===== config.mk =====
export PLATFORM = sky130hd
export DESIGN_NAME = range_burst_arbiter
export DESIGN_NICKNAME = d
export VERILOG_FILES = /design/src/rtl/range_burst_arbiter.sv
export SDC_FILE = /design/constraint.sdc
export NUM_CORES = 1
export LEC_CHECK = 0
export BUFFER_PORTS_ARGS = -buffer_cell sky130_fd_sc_hd__buf_4
export CAP_MARGIN = 10
export CORE_AREA = 2 2 75 77
export DETAILED_ROUTE_END_ITERATION = 10
export DIE_AREA = 0 0 77 79
export PLACE_DENSITY_LB_ADDON = 0.3
export SLEW_MARGIN = 40
export SYNTH_ARGS = -nofsm -noshare
export SYNTH_HDL_FRONTEND = slang
export SYNTH_SLANG_ARGS = --single-unit

===== constraint.sdc =====
create_clock -name clock -period 1.9 [get_ports clock]
set_input_delay 0.38 -clock clock [delete_from_list [all_inputs] [get_ports clock]]
set_output_delay 0.38 -clock clock [all_outputs]
set_load 0.005 [all_outputs]

===== src/rtl/range_burst_arbiter.sv =====
// range_burst_arbiter: round-robin burst arbiter that shares one
// min/max range-finder between two requesters.
module range_burst_arbiter #(
  parameter int WIDTH   = 8,
  parameter int MAX_LEN = 255,
  parameter int TIMEOUT = 15
) (
  input  logic             clock,
  input  logic             reset,
  input  logic [1:0]       req,
  input  logic [1:0]       valid,
  input  logic [1:0]       last,
  input  logic [WIDTH-1:0] data0,
  input  logic [WIDTH-1:0] data1,
  output logic [1:0]       gnt,
  output logic [1:0]       accept,
  output logic [1:0]       done,
  output logic [WIDTH-1:0] result,
  output logic             err,
  output logic             rf_go,
  output logic             rf_finish,
  output logic [WIDTH-1:0] rf_data,
  input  logic [WIDTH-1:0] rf_range,
  input  logic             rf_error
);

  typedef enum logic [1:0] {
    IDLE,
    STREAM,
    FLUSH,
    DONE
  } state_t;

  state_t state;

  logic [7:0] count;
  logic [7:0] idle_cnt;
  logic       owner;
  logic       prio;
  logic       started;
  logic       fault;

  logic             own_req;
  logic             own_valid;
  logic             own_last;
  logic [WIDTH-1:0] own_data;
  logic             take;
  logic             at_cap;
  logic [1:0]       elig;
  logic             pick;

  assign own_req   = req[owner];
  assign own_valid = valid[owner];
  assign own_last  = last[owner];
  assign own_data  = owner ? data1 : data0;

  // error and abort win over a sample presented in the same cycle
  assign take   = (state == STREAM) && !rf_error
                  && own_req && own_valid;
  assign accept = take ? gnt : 2'b00;
  assign at_cap = (count + 8'd1) == 8'(MAX_LEN);

  // a requester still holding req in its own done cycle is not re-granted
  assign elig = req & ~done;
  assign pick = (&elig) ? prio : elig[1];

  always_ff @(posedge clock) begin
    if (reset) begin
      state     <= IDLE;
      gnt       <= 2'b00;
      done      <= 2'b00;
      result    <= '0;
      err       <= 1'b0;
      rf_go     <= 1'b0;
      rf_finish <= 1'b0;
      rf_data   <= '0;
      count     <= '0;
      idle_cnt  <= '0;
      owner     <= 1'b0;
      prio      <= 1'b0;
      started   <= 1'b0;
      fault     <= 1'b0;
    end else begin
      rf_go     <= 1'b0;
      rf_finish <= 1'b0;
      done      <= 2'b00;
      unique case (state)
        IDLE: begin
          if (|elig) begin
            owner    <= pick;
            gnt      <= pick ? 2'b10 : 2'b01;
            count    <= '0;
            idle_cnt <= '0;
            started  <= 1'b0;
            fault    <= 1'b0;
            state    <= STREAM;
          end
        end
        STREAM: begin
          if (rf_error) begin
            fault <= 1'b1;
            state <= DONE;
          end else if (!own_req) begin
            fault <= 1'b1;
            state <= FLUSH;
          end else if (own_valid) begin
            rf_data  <= own_data;
            idle_cnt <= '0;
            count    <= count + 8'd1;
            started  <= 1'b1;
            rf_go    <= !started;
            if (own_last || at_cap) begin
              // go and finish must never share a cycle
              if (started) begin
                rf_finish <= 1'b1;
                state     <= DONE;
              end else begin
                state <= FLUSH;
              end
            end
          end else begin
            idle_cnt <= idle_cnt + 8'd1;
            if ((idle_cnt + 8'd1) == 8'(TIMEOUT)) begin
              fault <= 1'b1;
              state <= FLUSH;
            end
          end
        end
        FLUSH: begin
          if (rf_error) begin
            fault <= 1'b1;
          end else begin
            rf_finish <= started;
          end
          state <= DONE;
        end
        DONE: begin
          result <= rf_finish ? rf_range : '0;
          err    <= fault;
          done   <= gnt;
          gnt    <= 2'b00;
          prio   <= ~owner;
          state  <= IDLE;
        end
      endcase
    end
  end

endmodule


==> flow_summary.ini <==
[yosys]
ys_ff_latch = 45
syn_nets = 313
post_synth_instance_area_um2 = 2320
ys_async_sr_fraction_pct = 0
postSynthAreaPerCell_um2 = 8.53
seq_area_frac_synth_pct = 38.8
ys.warnings.count = 0
synth-edff-count = 0
synthCells = 272
synthDistinctLibCells = 42
most_used_dff_post_synth = dfxtp_1

[setup_path]
crit_path_largest_cell_delay_ps = 380
worst_ep_required_time_ps = 2090
critPathSlowestCell = dfxtp_4
worst-endpoint-arrival_ps = 2120
critical_path.endpoint_type = flop
worst_setup_path_class = reg2reg
worst_path_dominant_cell_family = simple AND/OR/NAND/NOR gates
cell_breakdown_of_the_critical_path = nand4_4 > or3_4 > and2_4 > nor4_4 > o221ai_4 > mux2_4
critical_path.max_fanout = 3
critPathBufInv = 0
start_kind = flop

[pwr]
power_density_nw_per_um2 = 877
power.share.clock_pct = 20.2
sequentialPowerShare_pct = 35.9
switching_share_pct = 33.8
fin_total_pwr_uw = 2990
net-switching-power_uw = 1010
max-vdd-ir-drop_mv = 0.526
total_leakage_power_uw = 0.00144
power_internal_uw = 1980
combPwrFrac_pct = 43.9

[placed_design]
detailed_place_hpwl_um = 4010
place_inst = 423
gpl.final_weighted_congestion = 0.831
placed_area_um2 = 3060
number_of_i_o_port_buffers = 57
pre_cts_setup_slack_ps = -91.2

[cts]
cts_root_buffer = clkbuf_8
clock-sinks = 45
inserted_clock_buffers = 5
cts_tree = yes
max-clock-path-buffers = 2
cts_htree_levels = 2
cts-hold-fix-buffers = 0
clkLatencyLatePin_ps = 300
cts.clk_slew.worst_paths_ps = 80

[global_route]
global_route_wire_length_before_repair_um = 9250
vias_in_the_first_global_route = 2091
antenna_found_initial = 0
total_routing_usage_reported_by_global_routing_pct = 18.7
grt_max_degree = 38
overflow = 0

[routing]
drtAntennaViolNets = 0
violation_count_after_the_first_detailed_routing_iteration = 104
wl_per_cell_um = 13.1
dr.pass1.iters = 4
wirelength_routed_um = 5800
drc_errors = 0
detail_route.vias_per_cell = 5.13
vias = 2261

[sta]
relSlewSlack_pct = 74.8
achievable-frequency_ghz = 0.516
post_layout_minimum_cycle_time_ps = 1940
min_period_over_period_pct = 102
hold_viol = 0
final.setup_skew_ps = 6.99
number_of_endpoints_failing_setup_at_the_final_stage = 3
maxSlewViolCount = 0
timing_worst_slew_pin_value_ps = 378
finalSetupTns_ps = -86.8
final.setup.worst_slack_ps = -37.6
rsz_0062_raised_after_global_routing = true

[run]
timing.max_cap.violations = 0

[floorplanning]
floorplan.die_area_um2 = 6080
num_rows = 27
core_region_area_um2 = 5340
die_x_um = 77
floorplan.initialDensity_pct = 43.5
io-pin-count = 58
dieHeight_um = 79

[run_status]
run_status = complete, but fails checks
violations_in_the_final_reports = negative setup slack

[final_layout]
layout.nets = 410
finalInstanceArea_um2 = 3400
flow.area_growth_from_synthesis_pct = 46.7
post_layout_nonfiller_instances = 441
antenna-diode-count = 0
final.fill_count = 497
post_route_cells_drive_above_1_share_pct = 40.9

[hold_path]
hold_path_class = in2reg
==> per-stage QoR <==
step	utilization (%)	hold WS (ps)
6_report	63.8	308
5_1_grt	63.8	309
4_1_cts	60.9	303
3_5_place_dp	57.4	444
3_3_place_gp	57.4	440
2_1_floorplan	-	421
==> placed cells by master (no fill, tap or decap), types with 2 or more instances in the layout <==
| cell type | netlist | final |
|---|---|---|
| buf_6 | 0 | 4 |
| a21oi_2 | 0 | 2 |
| ha_1 | 8 | 6 |
| nor3_1 | 7 | 5 |
| o21ai_0 | 10 | 8 |
| nor2b_1 | 16 | 15 |
| nor3b_1 | 4 | 3 |
| a21oi_1 | 29 | 27 |
| mux2i_1 | 13 | 12 |
| nand2b_1 | 5 | 5 |
| nand2_1 | 9 | 8 |
| clkbuf_8 | 0 | 6 |
| a31oi_1 | 2 | 2 |
| a22oi_1 | 3 | 2 |
| and3b_1 | 2 | 2 |
| and3_1 | 2 | 2 |
| xor2_1 | 4 | 4 |
| dfxtp_4 | 0 | 3 |
| inv_1 | 7 | 6 |
| nand3_2 | 0 | 3 |
| dfxtp_2 | 0 | 8 |
| a31o_2 | 2 | 2 |
| nor2_1 | 42 | 41 |
| nand3_1 | 7 | 4 |
| mux2i_4 | 0 | 2 |
| o21ai_1 | 1 | 2 |
| dfxtp_1 | 45 | 34 |
| nand3b_1 | 4 | 4 |
| buf_4 | 1 | 98 |
| xnor2_1 | 2 | 2 |
| a211oi_1 | 11 | 10 |
| a21o_1 | 3 | 3 |
| ha_4 | 0 | 2 |
| and2_1 | 3 | 3 |
| o211ai_1 | 2 | 2 |
==> synthesized netlist by cell type, drive strengths merged (3+ instances only) <==
cell,number,area share (%)
dfxtp,45,39
nor2,42,6.8
a21oi,29,6.3
nor2b,16,4.3
mux2i,14,6.2
clkbuf,12,1.9
a211oi,11,3.6
o21ai,11,2.4
nand2,9,1.5
ha,8,4.3
inv,7,1.1
nand3,7,1.5
nor3,7,1.5
nand2b,5,1.3
and2,4,1.2
nand3b,4,1.3
nor3b,4,1.3
xor2,4,1.5
a21o,3,0.97
a22oi,3,0.97
nand4,3,1.3
==> state kept, by name, summed over array words and instances (netlist names), 2 cells and up <==
| signal | cells |
|---|---|
| idle_cnt | 8 |
| count | 8 |
| result | 8 |
| done | 2 |
| gnt | 2 |
| state | 2 |
| rf_data | 8 |
==> cell families after synthesis <==
logic type | Yosys count | synth area share (%)
buffers and inverters | 21 | 3.61
adder cells (fa/ha/maj) | 8 | 4.32
flip-flops | 45 | 38.8
XOR/XNOR | 6 | 2.27
AO/OA/AOI/OAI | 65 | 17.2
AND/OR/NAND/NOR | 112 | 27.0
multiplexers | 15 | 6.85
==> worst min-delay path, cell delays in order <==
cell and delay, ps:
buf_4 80, a21oi_1 50, nor2_1 70
==> layout make-up <==
class                           count  area [µm²]  share of cell area [%]
Clock buffer                        7        86.3                    2.54
Inverter                            7        26.3                   0.772
Multi-Input combinational cell    206        1480                    43.4
Sequential cell                    45         922                    27.1
Tap cell                           72        90.1                    2.65
Timing Repair Buffer              104         801                    23.5
==> routing by layer <==
metal | track usage, % | up-vias | wire, µm
li1 | - | 1149 | -
met1 | 22.8 | 1054 | 2580
met2 | 32.6 | 49 | 2870
met3 | 4.32 | 9 | 276
met4 | 6.25 | 0 | 66
met5 | 0 | - | 0
==> repair_timing <==
item | in CTS | in global routing
cloned | 0 | 1
gates resized for setup | 20 | 28
endpoints found under the setup margin | 6 | 7
pin swaps | 5 | 11
endpoints found under the hold margin | 0 | 0
setup buffers | 3 | 7
==> path summary, 6_finish.rpt <==
| path | start | to | slack, ps | depth (start not counted) |
|---|---|---|---|---|
| worst max register to register | count[0] | state[0] | -40 | 6 |
| worst min-delay path | rf_range[3] | result[3] | 310 | 3 |
| worst min register to register | started | rf_go | 460 | 1 |
| worst max-delay path | count[0] | state[0] | -40 | 6 |
==> power by group through the flow <==
stage	sequential (µW)	clock (µW)	combinational (µW)
floorplan	1070	0	663
global placement	1080	0	1130
detailed placement	1080	0	1150
CTS	1070	613	1200
global route	1080	657	1430
finish	1070	604	1310
No activity file was read; power rests on OpenSTA's default activity.
